File: config.mk
export PLATFORM = sky130hd
export DESIGN_NAME = uart_tx_cfg_flat
export DESIGN_NICKNAME = d
export VERILOG_FILES = /design/src/rtl/uart_pkg.sv /design/src/rtl/uart_tx_cfg_if.sv /design/src/rtl/uart_fifo_sync.sv /design/src/rtl/uart_tx_cfg.sv /design/src/flat_wrapper.sv
export SDC_FILE = /design/constraint.sdc
export NUM_CORES = 1
export LEC_CHECK = 0
export CAP_MARGIN = 0
export CORE_ASPECT_RATIO = 0.8
export CORE_MARGIN = 2
export CORE_UTILIZATION = 50
export CTS_CLUSTER_DIAMETER = 200
export DETAILED_ROUTE_END_ITERATION = 7
export DONT_BUFFER_PORTS = 1
export HOLD_SLACK_MARGIN = 0.03
export MAX_ROUTING_LAYER = met4
export PLACE_DENSITY = 0.64
export SYNTH_ARGS = -nofsm -noshare
export SYNTH_HDL_FRONTEND = slang
export SYNTH_SLANG_ARGS = --single-unit
File: constraint.sdc
create_clock -name clk -period 2.6 [get_ports clk]
set_clock_uncertainty 0.05 [all_clocks]
set_input_delay 0 -clock clk [delete_from_list [all_inputs] [get_ports clk]]
set_output_delay 0 -clock clk [all_outputs]
set_load 0.01 [all_outputs]
File: src/rtl/uart_pkg.sv
// uart_pkg: shared definitions for the configurable UART transmitter.
//   - PARITY_* : encodings of the PARITY parameter
//   - state_t  : transmitter FSM state encoding
//   - baud_div : clocks per bit, rounded to the nearest integer
package uart_pkg;

  localparam int PARITY_NONE = 0;
  localparam int PARITY_ODD  = 1;
  localparam int PARITY_EVEN = 2;

  typedef enum logic [2:0] {
    ST_IDLE   = 3'd0,
    ST_START  = 3'd1,
    ST_DATA   = 3'd2,
    ST_PARITY = 3'd3,
    ST_STOP   = 3'd4
  } state_t;

  function automatic int baud_div(input int clk_hz, input int baud);
    return (clk_hz + baud / 2) / baud;
  endfunction

endpackage

File: src/rtl/uart_tx_cfg_if.sv
// uart_tx_cfg_if: upstream write handshake into the UART transmitter.
//   tx_data  : word to send (DATA_BITS wide)
//   tx_valid : tx_data valid
//   tx_ready : transmitter FIFO can accept; a push is tx_valid & tx_ready
// master = upstream producer, slave = uart_tx_cfg.
interface uart_tx_cfg_if #(
  parameter int DATA_BITS = 8
) ();

  logic [DATA_BITS-1:0] tx_data;
  logic                 tx_valid;
  logic                 tx_ready;

  modport master (output tx_data, output tx_valid, input  tx_ready);
  modport slave  (input  tx_data, input  tx_valid, output tx_ready);

endinterface

File: src/rtl/uart_fifo_sync.sv
// uart_fifo_sync: single-clock FIFO, DEPTH a power of two.
//   clk, rst  : clock, async active-high reset (empties the FIFO)
//   push      : write push_data (ignored when full)
//   pop       : drop the head word (ignored when empty)
//   pop_data  : current head word, valid while !empty
//   full/empty: status flags
//   level     : words held, 0..DEPTH
// Pointers carry one extra MSB so full and empty are distinguishable.
module uart_fifo_sync #(
  parameter  int DEPTH = 4,
  parameter  int WIDTH = 8,
  localparam int AW    = $clog2(DEPTH),
  localparam int LW    = AW + 1
) (
  input  logic             clk,
  input  logic             rst,
  input  logic             push,
  input  logic [WIDTH-1:0] push_data,
  input  logic             pop,
  output logic [WIDTH-1:0] pop_data,
  output logic             full,
  output logic             empty,
  output logic [LW-1:0]    level
);

  logic [WIDTH-1:0] mem [DEPTH];
  logic [AW:0]      wr_ptr;
  logic [AW:0]      rd_ptr;
  logic             do_push;
  logic             do_pop;

  assign do_push = push & ~full;
  assign do_pop  = pop & ~empty;

  always_ff @(posedge clk or posedge rst) begin
    if (rst) begin
      wr_ptr <= '0;
      rd_ptr <= '0;
    end else begin
      if (do_push) wr_ptr <= wr_ptr + 1'b1;
      if (do_pop)  rd_ptr <= rd_ptr + 1'b1;
    end
  end

  // NOTE: the storage array has no reset; only the pointers define which
  // entries are meaningful, and leaving it unreset keeps it plain RAM.
  always_ff @(posedge clk) begin
    if (do_push) mem[wr_ptr[AW-1:0]] <= push_data;
  end

  assign pop_data = mem[rd_ptr[AW-1:0]];
  assign empty    = (wr_ptr == rd_ptr);
  assign full     = (wr_ptr[AW] != rd_ptr[AW]) && (wr_ptr[AW-1:0] == rd_ptr[AW-1:0]);
  assign level    = wr_ptr - rd_ptr;

endmodule

File: src/rtl/uart_tx_cfg.sv
// uart_tx_cfg: configurable UART transmitter with baud divider and TX FIFO.
//   clk        : system clock, rising edge
//   rst        : async active-high reset; aborts any frame, empties the FIFO
//   bus        : uart_tx_cfg_if.slave write handshake (tx_data/tx_valid/tx_ready)
//   tx_busy    : frame in progress or FIFO non-empty
//   fifo_level : words currently held in the FIFO
//   txd        : serial line, idle high, driven straight from a flop
// Frame: start(0), DATA_BITS data LSB first, optional parity, STOP_BITS stop(1).
// Each bit lasts DIV clocks; queued frames follow each other with no idle gap.
module uart_tx_cfg
  import uart_pkg::*;
#(
  parameter int CLK_HZ     = 50000000,
  parameter int BAUD       = 115200,
  parameter int DATA_BITS  = 8,
  parameter int PARITY     = 0,
  parameter int STOP_BITS  = 1,
  parameter int FIFO_DEPTH = 4
) (
  input  logic                            clk,
  input  logic                            rst,
  uart_tx_cfg_if.slave                    bus,
  output logic                            tx_busy,
  output logic [$clog2(FIFO_DEPTH+1)-1:0] fifo_level,
  output logic                            txd
);

  localparam int              DIV       = baud_div(CLK_HZ, BAUD);
  localparam int              CNT_W     = $clog2(DIV);
  localparam logic [CNT_W-1:0] DIV_M1   = CNT_W'(DIV - 1);
  localparam logic [3:0]      DATA_LAST = 4'(DATA_BITS - 1);
  localparam logic [3:0]      STOP_LAST = 4'(STOP_BITS - 1);

  if (DIV < 2) begin : g_bad_div
    $error("uart_tx_cfg: clocks per bit must be >= 2");
  end
  if (DATA_BITS < 5 || DATA_BITS > 9) begin : g_bad_data_bits
    $error("uart_tx_cfg: DATA_BITS must be 5..9");
  end
  if (PARITY < PARITY_NONE || PARITY > PARITY_EVEN) begin : g_bad_parity
    $error("uart_tx_cfg: PARITY must be 0, 1 or 2");
  end
  if (STOP_BITS != 1 && STOP_BITS != 2) begin : g_bad_stop_bits
    $error("uart_tx_cfg: STOP_BITS must be 1 or 2");
  end
  if (FIFO_DEPTH < 2 || (FIFO_DEPTH & (FIFO_DEPTH - 1)) != 0) begin : g_bad_depth
    $error("uart_tx_cfg: FIFO_DEPTH must be a power of two >= 2");
  end

  function automatic logic calc_parity(input logic [DATA_BITS-1:0] d);
    return (PARITY == PARITY_ODD) ? ~^d : ^d;
  endfunction

  state_t               state;
  logic [CNT_W-1:0]     baud_cnt;
  logic [3:0]           bit_cnt;
  logic [DATA_BITS-1:0] shifter;
  logic                 parity_bit;

  logic [DATA_BITS-1:0] head;
  logic                 fifo_full;
  logic                 fifo_empty;
  logic                 push;
  logic                 pop;
  logic                 bit_end;
  logic                 frame_end;

  assign bit_end   = (baud_cnt == '0);
  assign frame_end = (state == ST_STOP) && bit_end && (bit_cnt == STOP_LAST);
  // A word is taken either from idle or right at the end of the last stop bit,
  // which is what makes queued frames run back-to-back.
  assign pop  = ~fifo_empty & ((state == ST_IDLE) | frame_end);
  assign push = bus.tx_valid & bus.tx_ready;

  assign bus.tx_ready = ~fifo_full;
  assign tx_busy      = (state != ST_IDLE) | ~fifo_empty;

  uart_fifo_sync #(
    .DEPTH (FIFO_DEPTH),
    .WIDTH (DATA_BITS)
  ) u_fifo (
    .clk       (clk),
    .rst       (rst),
    .push      (push),
    .push_data (bus.tx_data),
    .pop       (pop),
    .pop_data  (head),
    .full      (fifo_full),
    .empty     (fifo_empty),
    .level     (fifo_level)
  );

  // NOTE: all state here uses non-blocking assignments, so every branch reads
  // the pre-edge values and later assignments (the pop load below) simply win.
  always_ff @(posedge clk or posedge rst) begin
    if (rst) begin
      state      <= ST_IDLE;
      baud_cnt   <= '0;
      bit_cnt    <= '0;
      shifter    <= '0;
      parity_bit <= 1'b0;
      txd        <= 1'b1;
    end else begin
      if (!bit_end) baud_cnt <= baud_cnt - 1'b1;

      case (state)
        ST_IDLE: txd <= 1'b1;

        ST_START: begin
          if (bit_end) begin
            baud_cnt <= DIV_M1;
            txd      <= shifter[0];
            shifter  <= shifter >> 1;
            bit_cnt  <= '0;
            state    <= ST_DATA;
          end
        end

        ST_DATA: begin
          if (bit_end) begin
            baud_cnt <= DIV_M1;
            if (bit_cnt == DATA_LAST) begin
              bit_cnt <= '0;
              if (PARITY != PARITY_NONE) begin
                txd   <= parity_bit;
                state <= ST_PARITY;
              end else begin
                txd   <= 1'b1;
                state <= ST_STOP;
              end
            end else begin
              txd     <= shifter[0];
              shifter <= shifter >> 1;
              bit_cnt <= bit_cnt + 1'b1;
            end
          end
        end

        ST_PARITY: begin
          if (bit_end) begin
            baud_cnt <= DIV_M1;
            txd      <= 1'b1;
            bit_cnt  <= '0;
            state    <= ST_STOP;
          end
        end

        ST_STOP: begin
          if (bit_end) begin
            baud_cnt <= DIV_M1;
            if (bit_cnt == STOP_LAST) state <= ST_IDLE;
            else                      bit_cnt <= bit_cnt + 1'b1;
          end
        end

        default: begin
          state <= ST_IDLE;
          txd   <= 1'b1;
        end
      endcase

      // Frame start: overrides the IDLE/STOP handling above. The baud counter
      // restarts here, so bit timing is always relative to the frame start.
      if (pop) begin
        shifter    <= head;
        parity_bit <= calc_parity(head);
        baud_cnt   <= DIV_M1;
        txd        <= 1'b0;
        state      <= ST_START;
      end
    end
  end

endmodule

File: src/flat_wrapper.sv
// flat-port wrapper written by rule: the top's interface ports become plain ports
module uart_tx_cfg_flat import uart_pkg::*;
#(
  parameter int CLK_HZ     = 50000000,
  parameter int BAUD       = 115200,
  parameter int DATA_BITS  = 8,
  parameter int PARITY     = 0,
  parameter int STOP_BITS  = 1,
  parameter int FIFO_DEPTH = 4
)
  (clk, rst, tx_busy, fifo_level, txd, bus_tx_data, bus_tx_valid, bus_tx_ready);
  uart_tx_cfg_if #(.DATA_BITS(DATA_BITS)) bus_i ();
  input  logic clk;
  input  logic rst;
  output logic tx_busy;
  output logic [$clog2(FIFO_DEPTH+1)-1:0] fifo_level;
  output logic txd;
  input wire logic [$bits(bus_i.tx_data)-1:0] bus_tx_data;
  input wire logic [$bits(bus_i.tx_valid)-1:0] bus_tx_valid;
  output wire logic [$bits(bus_i.tx_ready)-1:0] bus_tx_ready;
  assign bus_i.tx_data = bus_tx_data;
  assign bus_i.tx_valid = bus_tx_valid;
  assign bus_tx_ready = bus_i.tx_ready;
  uart_tx_cfg #(.CLK_HZ(CLK_HZ), .BAUD(BAUD), .DATA_BITS(DATA_BITS), .PARITY(PARITY), .STOP_BITS(STOP_BITS), .FIFO_DEPTH(FIFO_DEPTH)) u_core (.clk(clk), .rst(rst), .bus(bus_i), .tx_busy(tx_busy), .fifo_level(fifo_level), .txd(txd));
endmodule
After elaboration in Yosys (flattened, before gate mapping)
Memory sizes are Yosys's and may differ from the RTL's.
Index checks and enable logic that the tools add are counted.
W data, S select, Z words.
{"block": "classes", "n_addsub": 5, "muxes": 31, "multipliers": 0, "reduce_logical": 15, "order_cmp": 0, "n_eq_ne": 21, "bitwise": 8, "shift": 0, "div_mod_pow": 0}
{"op": "$mux W9", "n": 4}
{"op": "$mux W8", "n": 4}
{"op": "$mux W3", "n": 7}
{"op": "$mux W4", "n": 5}
{"op": "$pmux W8 S2", "n": 1}
{"op": "$ne A3 B2 Y1 const B", "n": 5}
{"op": "$pmux W3 S5", "n": 1}
{"op": "$pmux W4 S3", "n": 1}
{"op": "$logic_not A9 Y1", "n": 1}
{"op": "$reduce_bool A3 Y1", "n": 3}
{"op": "$sub A9 B1 Y9 const B", "n": 1}
{"op": "$reduce_and A4 Y1", "n": 2}
{"op": "$mux W1", "n": 7}
{"op": "$reduce_and A7 Y1", "n": 1}
{"op": "$add A3 B1 Y3 const B", "n": 2}
{"op": "$eq A3 B2 Y1 const B", "n": 2}
{"op": "$ne A2 B1 Y1 const B", "n": 3}
{"op": "$ne A2 B2 Y1 const B", "n": 3}
{"op": "$ne A3 B3 Y1 const B", "n": 2}
{"op": "$reduce_and A5 Y1", "n": 1}
{"op": "$add A4 B1 Y4 const B", "n": 1}
{"op": "$and A1 B1 Y1", "n": 4}
{"op": "$eq A4 B3 Y1 const B", "n": 1}
{"op": "$logic_not A4 Y1", "n": 1}
{"op": "13 further kinds", "n": 17}
{"block": "word_totals", "elab_cells": 88, "input_bits": 11, "latch_bits": 0, "output_inout_bits": 6, "mem_bits_ro": 0, "mem_bits_rw": 32, "memories": 1, "ff_bits": 31}
{"memory": "u_core.u_fifo.mem", "depth": 4, "word_bits": 8, "rd": 1, "rd_clocked_by_memory_dff": 0, "write_ports": 1, "line": "uart_fifo_sync.sv:26", "rtl": "logic [WIDTH-1:0] mem [DEPTH];"}

Logic depth before layout (Yosys ltp)
Gate-level depths: netlist of the first run.
{"block": "depth", "word_depth": 7, "ltp_mapped": 9, "depth_no_buf": 8}

Cells and area by module
A second synthesis of the first run with hierarchy kept.
{"block": "hier_totals", "hier_cells": 258, "area_unflattened_um2": 3259.4}
{"module": "uart_tx_cfg", "area_per_inst_um2": 1647.8, "seq_area_each_um2": 626.9, "instances": 1, "cells_per_inst": 171}
{"module": "uart_fifo_sync", "area_per_inst_um2": 1611.5, "seq_area_each_um2": 1111.1, "instances": 1, "cells_per_inst": 87}

Worst setup path after synthesis of the first run
Ideal clock, no wire load.
{"block": "synth_path", "path_type": "reg-to-reg", "startpoint": "reg u_core.u_fifo.rd_ptr[1]", "endpoint": "mem u_core.u_fifo.mem[3][0] (enable)", "path_buffers": 1, "arrival_time_ns": 1.740, "synth_period_minus_slack_ns": 2.129, "path_slack_ns": 0.471, "path_stages_with_launch": 6, "setup_time_ns": 0.339, "required_ns": 2.211, "cell_sequence": "dfrtp_1 > clkbuf_1 > inv_1 > ha_1 > a31oi_1 > and2_1"}
{"block": "synth_via", "elab_chain_len": 7}
{"element": "start: declaration", "line": "uart_fifo_sync.sv:28", "rtl": "logic [AW:0] rd_ptr;"}
{"element": "start signal: assignment", "line": "uart_fifo_sync.sv:41", "rtl": "if (do_pop) rd_ptr <= rd_ptr + 1'b1;"}
{"element": "$eq A2 B2 Y1 (*)", "line": "uart_fifo_sync.sv:53", "rtl": "assign full = (wr_ptr[AW] != rd_ptr[AW]) && (wr_ptr[AW-1:0] == rd_ptr[AW-1:0]);"}
{"element": "$logic_and A1 B1 Y1 (*)", "line": "uart_fifo_sync.sv:53"}
{"element": "$not A1 Y1 (*)", "line": "uart_fifo_sync.sv:32, uart_tx_cfg.sv:75"}
{"element": "$and A1 B1 Y1", "line": "uart_tx_cfg.sv:73", "rtl": "assign push = bus.tx_valid & bus.tx_ready;"}
{"element": "$and A1 B1 Y1 (*)", "line": "uart_fifo_sync.sv:32", "rtl": "assign do_push = push & ~full;"}
{"element": "$mux W1 (*)", "line": "uart_fifo_sync.sv:48", "rtl": "if (do_push) mem[wr_ptr[AW-1:0]] <= push_data;"}
{"element": "$mux W1 (implied by the code) (*)", "line": "uart_fifo_sync.sv:48"}
{"element": "end: declaration", "line": "uart_fifo_sync.sv:26"}
Mark *: on every way between the ends. The rest lies on a longest branch, timed or not.

Final worst setup path of the first run
{"block": "layout_path", "startpoint": "reg u_core.baud_cnt[0]", "endpoint": "reg u_core.baud_cnt[4]"}
{"block": "layout_via", "elab_chain_len": 6, "word_cells_on_any_way": 10, "cone_classes": "1 x add/sub; 4 x mux; 2 x bitwise; 3 x reduce/logical"}
{"element": "start: declaration", "line": "uart_tx_cfg.sv:55", "rtl": "logic [CNT_W-1:0] baud_cnt;"}
{"element": "start signal: assignment", "line": "uart_tx_cfg.sv:104", "rtl": "if (!bit_end) baud_cnt <= baud_cnt - 1'b1;"}
{"element": "branches (longest 5 deep; another with $sub A9 B1 Y9)"}
{"element": "$mux W9 (*)", "line": "uart_tx_cfg.sv:164", "rtl": "if (pop) begin"}
Mark *: on every way between the ends.
A chain may end at the register's enable or synchronous reset.

==> results of run 1 <==
==> registers in the layout (all words and copies together), names as in the netlist <==
signal                flops
u_core.shifter            8
u_core.u_fifo.wr_ptr      3
u_core.state              3
u_core.u_fifo.rd_ptr      3
u_core.baud_cnt           9
u_core.bit_cnt            4
u_core.u_fifo.mem        32
u_core.txd                1
==> metrics by stage <==
step	hold slack, ns	setup WS [ns]	total power [mW]	util
6_report	0.1295	0.2989	3.770	0.5935
5_1_grt	0.1809	0.1035	4.023	0.5935
4_1_cts	0.1324	0.2936	3.805	0.5935
3_5_place_dp	-0.03978	0.3059	2.834	0.5394
3_3_place_gp	-0.04456	0.3897	2.791	0.5394
2_1_floorplan	0.04887	0.4706	2.522	-
==> report_power, final <==
group          switching, mW  internal, mW
Clock                  0.401         0.540
Combinational          0.694         0.533
Sequential             0.230          1.37
Total                   1.33          2.44
==> metal layers <==
layer	GRT usage	share of wire
met1	0.2797	0.48
met2	0.2835	0.45
met3	0.05167	0.046
met4	0.09287	0.024
met5	-	0
==> worst reg2reg max path: stages, from the launching register on <==
cell and delay, ns:
dfrtp_1 0.40, inv_1 0.06, ha_1 0.25, nor4b_4 0.16, a31oi_1 0.51, or2_1 0.55
o211ai_1 0.17
==> logic make-up after synthesis <==
| family | count (synthesis) | share of synthesized area |
|---|---|---|
| multiplexers | 11 | 0.06812 |
| adder cells (fa/ha/maj) | 12 | 0.05079 |
| buffers and inverters | 27 | 0.04111 |
| AO/OA/AOI/OAI | 53 | 0.1080 |
| AND/OR/NAND/NOR | 76 | 0.1552 |
| XOR/XNOR | 6 | 0.01693 |
| flip-flops | 63 | 0.5599 |
==> layout make-up <==
cell class,instances,area [sq um]
Clock buffer,9,123.9
Fill cell,476,2416
Timing Repair Buffer,19,167.7
Multi-Input combinational cell,158,1239
Inverter,16,60.06
Tap cell,81,101.3
Clock inverter,7,97.59
Sequential cell,63,1738
==> cell usage after synthesis (4+ instances only) <==
master	count
a211o_1	4
dfrtp_1	30
xor2_1	4
inv_1	15
edfxtp_1	32
nand2_1	13
buf_2	6
nand3_1	9
a21oi_1	8
a31oi_1	10
mux4_2	8
nor3_1	13
o21ai_0	14
ha_1	11
nor2_1	7
and2_1	4
==> worst paths after layout <==
kind                                          from                      end  slack [ns]  cells after the start
max                             u_core.baud_cnt[0]       u_core.baud_cnt[4]        0.30                      6
min                                            rst          u_core.state[0]        0.13                      3
max reg2reg                     u_core.baud_cnt[0]       u_core.baud_cnt[4]        0.30                      6
min reg2reg                u_core.u_fifo.rd_ptr[2]  u_core.u_fifo.rd_ptr[2]        0.44                      1
max in group asynchronous                      rst               u_core.txd        2.05                      3
min in group clk                    bus_tx_data[3]  u_core.u_fifo.mem[3][3]        0.31                      1
==> flow_metrics.env, run 1 <==
export IMPL_p_leak_nw=1.373
export IMPL_grt_ovfl_total=0
export IMPL_synth_area_leaders="edfxtp_1, dfrtp_1, mux4_2, ha_1, o21ai_0"
export IMPL_rsz0062_at_grt="false"
export IMPL_ant_nets=0
export IMPL_io_buffers=0
export IMPL_criticalPathCategory="reg -> reg"
export IMPL_yosys_most_used_dff="edfxtp_1"
export IMPL_grt_pass1_wl_mm=9.998
export IMPL_fp_dieW_um=92.10
export IMPL_postSynthCellCount=248
export IMPL_worst_ep_arrival_time_ns=2.44
export IMPL_yosysTopAreaCellShare=0.3096
export IMPL_fin_crit_sh=0.8850
export IMPL_root_buffer="clkbuf_8"
export IMPL_yosysUniqueCellTypes=56
export IMPL_dr_pass1_iters=4
export IMPL_crit_path_end_kind="flip-flop"
export IMPL_cts_htree_levels=3
export IMPL_cts_tree="yes"
export IMPL_cp_cell_sequence="inv_1, ha_1, nor4b_4, a31oi_1, or2_1, o211ai_1"
export IMPL_async_reset_ff_frac=0.4921
export IMPL_place_hpwl_mm=4.082
export IMPL_clock_latency_ns=0.34
export IMPL_finalSetupViolations=0
export IMPL_post_dp_cell_area_sq_um=3206
export IMPL_post_cts_setup_buffers=0
export IMPL_drive_above_1_share=0.1654
export IMPL_worst_path_buf_inv=1
export IMPL_max_freq_mhz=434.6
export IMPL_slew_violations=0
export IMPL_dp_cells=327
export IMPL_layout_common_cells="edfxtp_1, dfrtp_1, inv_1"
export IMPL_cp_slowest_stage_delay_ns=0.55
export IMPL_p_per_area_nw_per_um2=1069
export IMPL_area_growth_pct=13.62
export IMPL_synth_edff_count=32
export IMPL_final_common_cell="edfxtp_1"
export IMPL_hold_path_class="in -> async"
export IMPL_cap_violations=0
export IMPL_ys_ff_latch=63
export IMPL_grt_pass1_vias=1931
export IMPL_outcome="finished, final reports clean"
export IMPL_wire_per_inst_um=16.92
export IMPL_antennaDiodeCount=0
export IMPL_track_usage=0.2026
export IMPL_initial_core_util=0.5223
export IMPL_cts_resized=0
export IMPL_grt_antenna_before_repair=0
export IMPL_coreArea_sq_um=5943
export IMPL_syn_cell_area_sq_um=3104
export IMPL_cts_sinks=63
export IMPL_placementRows=25
export IMPL_max_slew_margin=0.5457
export IMPL_crit_path_max_fanout=14
export IMPL_cts_clk_slew_worst_paths_ns=0.07
export IMPL_vias=2029
export IMPL_ys_seq_area_frac=0.5599
export IMPL_io_pin_count=17
export IMPL_crit_path_start_kind="flip-flop"
export IMPL_gp_congestion=0.7977
export IMPL_final_area_sq_um=3527
export IMPL_drc=0
export IMPL_yosysTopAreaCell="edfxtp_1"
export IMPL_vdd_drop_max_mv=0.4158
export IMPL_avgSynthCellArea_sq_um=12.52
export IMPL_layoutNonFillerInstCount=353
export IMPL_fin_nets=290
export IMPL_holdBufCountCts=10
export IMPL_yosys_warnings=0
export IMPL_wl_mm=5.974
export IMPL_finalSetupTns_ns=0
export IMPL_synthesis_nets=271
export IMPL_cts_path_max_buffers=2
export IMPL_dieHeight_um=74.48
export IMPL_viasPerCell=5.748
export IMPL_grt_max_degree=32
export IMPL_numCtsBuffers=9
export IMPL_slowest_stage="or2_1"
export IMPL_tightest_slew_ns=0.6815
export IMPL_period_needed_ns=2.301
export IMPL_crit_required_ns=2.74
export IMPL_hold_viol=0
export IMPL_die_area_sq_um=6859
export IMPL_crit_family="simple AND/OR/NAND/NOR gates"
export IMPL_drt_iter0_drc=195
No activity file was read; power rests on OpenSTA's default activity.
==> inputs of run 2 (changes only) <==
--- a/config.mk
+++ b/config.mk
@@ -8,13 +8,13 @@
 export CAP_MARGIN = 0
 export CORE_ASPECT_RATIO = 0.8
 export CORE_MARGIN = 2
-export CORE_UTILIZATION = 50
+export CORE_UTILIZATION = 43
 export CTS_CLUSTER_DIAMETER = 200
 export DETAILED_ROUTE_END_ITERATION = 7
 export DONT_BUFFER_PORTS = 1
 export HOLD_SLACK_MARGIN = 0.03
 export MAX_ROUTING_LAYER = met4
-export PLACE_DENSITY = 0.64
+export PLACE_DENSITY = 0.57
 export SYNTH_ARGS = -nofsm -noshare
 export SYNTH_HDL_FRONTEND = slang
 export SYNTH_SLANG_ARGS = --single-unit
==> constraint.sdc (replaced) <==
create_clock -name clk -period 2.3 [get_ports clk]
set_clock_uncertainty 0.05 [all_clocks]
set_input_delay 0 -clock clk [delete_from_list [all_inputs] [get_ports clk]]
set_output_delay 0 -clock clk [all_outputs]
set_load 0.01 [all_outputs]
==> run 2 against run 1 <==
Effect of this change: wire length is 0.84% higher; worst hold slack worse by 0.0068 ns; cell area is 1.1% higher; critical endpoint is now u_core.baud_cnt[0].
==> flow_metrics.env, run 2 (synthesized netlist as in run 1, its figures left out) <==
export IMPL_final_common_cell="edfxtp_1"
export IMPL_crit_path_max_fanout=16
export IMPL_worst_path_buf_inv=2
export IMPL_finalSetupTns_ns=0
export IMPL_crit_required_ns=2.44
export IMPL_max_freq_mhz=460.9
export IMPL_dieHeight_um=80.00
export IMPL_wire_per_inst_um=16.50
export IMPL_place_hpwl_mm=4.117
export IMPL_max_slew_margin=0.6277
export IMPL_fin_crit_sh=0.9433
export IMPL_track_usage=0.1704
export IMPL_area_growth_pct=14.83
export IMPL_rsz0062_at_grt="false"
export IMPL_hold_path_class="in -> async"
export IMPL_wl_mm=6.024
export IMPL_grt_max_degree=32
export IMPL_fin_nets=296
export IMPL_cp_slowest_stage_delay_ns=0.50
export IMPL_worst_ep_arrival_time_ns=2.31
export IMPL_criticalPathCategory="reg -> reg"
export IMPL_crit_path_end_kind="flip-flop"
export IMPL_p_leak_nw=1.396
export IMPL_period_needed_ns=2.170
export IMPL_cts_path_max_buffers=2
export IMPL_viasPerCell=5.490
export IMPL_numCtsBuffers=9
export IMPL_critPathLaunch="u_core.baud_cnt[1]"
export IMPL_layout_common_cells="edfxtp_1, dfrtp_1, inv_1, buf_4, o21ai_0"
export IMPL_finalSetupViolations=0
export IMPL_wl_met1_mm=3.027
export IMPL_dp_cells=339
export IMPL_hold_viol=0
export IMPL_drive_above_1_share=0.1835
export IMPL_io_pin_count=17
export IMPL_p_per_area_nw_per_um2=1182
export IMPL_cts_clk_slew_worst_paths_ns=0.08
export IMPL_initial_core_util=0.4482
export IMPL_slew_violations=0
export IMPL_die_area_sq_um=7919
export IMPL_cp_cell_sequence="inv_1, ha_1, or4b_4, nor2_4, inv_4, ha_1, nand2_1, o211ai_1"
export IMPL_drc=0
export IMPL_antennaDiodeCount=0
export IMPL_fp_dieW_um=99.00
export IMPL_largest_reg_flops=32
export IMPL_cap_violations=0
export IMPL_grt_ovfl_total=0
export IMPL_cts_tree="yes"
export IMPL_dr_pass1_iters=4
export IMPL_clock_latency_ns=0.35
export IMPL_grt_antenna_before_repair=0
export IMPL_gp_congestion=0.7707
export IMPL_crit_path_start_kind="flip-flop"
export IMPL_grt_pass1_wl_mm=10.04
export IMPL_r2r_start="u_core.baud_cnt[1]"
export IMPL_vdd_drop_max_mv=0.4910
export IMPL_ant_nets=0
export IMPL_top_layer="met4"
export IMPL_drt_iter0_drc=133
export IMPL_cts_sinks=63
export IMPL_layoutNonFillerInstCount=365
export IMPL_coreArea_sq_um=6925
export IMPL_post_cts_setup_buffers=0
export IMPL_vias=2004
export IMPL_tightest_slew_ns=0.5584
export IMPL_grt_pass1_vias=1996
export IMPL_wl_met2_mm=2.706
export IMPL_cts_htree_levels=3
export IMPL_slowest_stage="or4b_4"
export IMPL_io_buffers=0
export IMPL_cpMostUsedCell="ha_1"
export IMPL_placementRows=27
export IMPL_nFillCells=612
export IMPL_root_buffer="clkbuf_8"
export IMPL_wl_met3_um=225
export IMPL_outcome="finished, final reports clean"
export IMPL_crit_family="simple AND/OR/NAND/NOR gates"
## run 2: cell types whose count changed in the layout (fill, tap and decap cells not counted)
cell and change:
buf_4 +6, inv_6 +2, bufinv_16 -1, clkinv_2 -1
inv_2 -1, inv_4 +1
## run 2: power by group
part	total (mW)	internal [mW]	switching, mW
registers	1.80	1.55	0.254
logic	1.43	0.646	0.782
clock network	0.982	0.511	0.472
## run 2: final timing paths
kind	end	slack, ns	cells past startpoint
worst max-delay path	u_core.baud_cnt[0]	0.13	8
worst min-delay path	u_core.bit_cnt[2]	0.12	3
worst max register to register	u_core.baud_cnt[0]	0.13	8
worst min register to register	u_core.u_fifo.rd_ptr[2]	0.44	1
max in group asynchronous	u_core.txd	1.73	3
min in group clk	u_core.u_fifo.mem[3][4]	0.31	1
## run 2: area by class of cell
class,instances,area (sq um),share of cell area
multi-input combinational,158,1239,0.3475
clock inverter,7,80.08,0.02246
clock buffer,9,123.9,0.03475
sequential,63,1738,0.4875
timing repair buffer,25,212.7,0.05967
inverter,16,62.56,0.01755
tap,87,108.9,0.03054
## run 2: layer usage
layer,vias to the layer above,GRT usage
met4,0,0.04521
met2,30,0.2405
met5,-,-
li1,975,-
met3,8,0.05867
met1,991,0.2356
## run 2: repair_timing
item	CTS	global route
hold buffers	10	0
resized for setup	0	2
setup endpoints to repair	0	1
hold endpoints to repair	65	0
## run 2: per-stage QoR
stage                     utilization  power [mW]  hold WS [ns]  worst slack [ns]  instance area [sq um]
after floorplan                     -       2.851       0.04887            0.1706                   3104
final                          0.5147       4.212        0.1227            0.1305                   3565
after global routing           0.5147       4.514        0.1519           0.01090                   3565
after detailed placement       0.4705       3.260      -0.03398           0.09450                   3258
after CTS                      0.5144       4.270        0.1383           0.08725                   3562
after global placement         0.4705       3.223      -0.04174            0.1422                   3258
## run 2: worst register-to-register path, delay by kind of cell (launching register included)
kind                       cells  cell delay, ns
buffers and inverters          2            0.21
adders and majority gates      2            0.50
DFF                            1            0.40
and+or+nand+nor                3            0.77
AOI/OAI and AO/OA              1            0.08
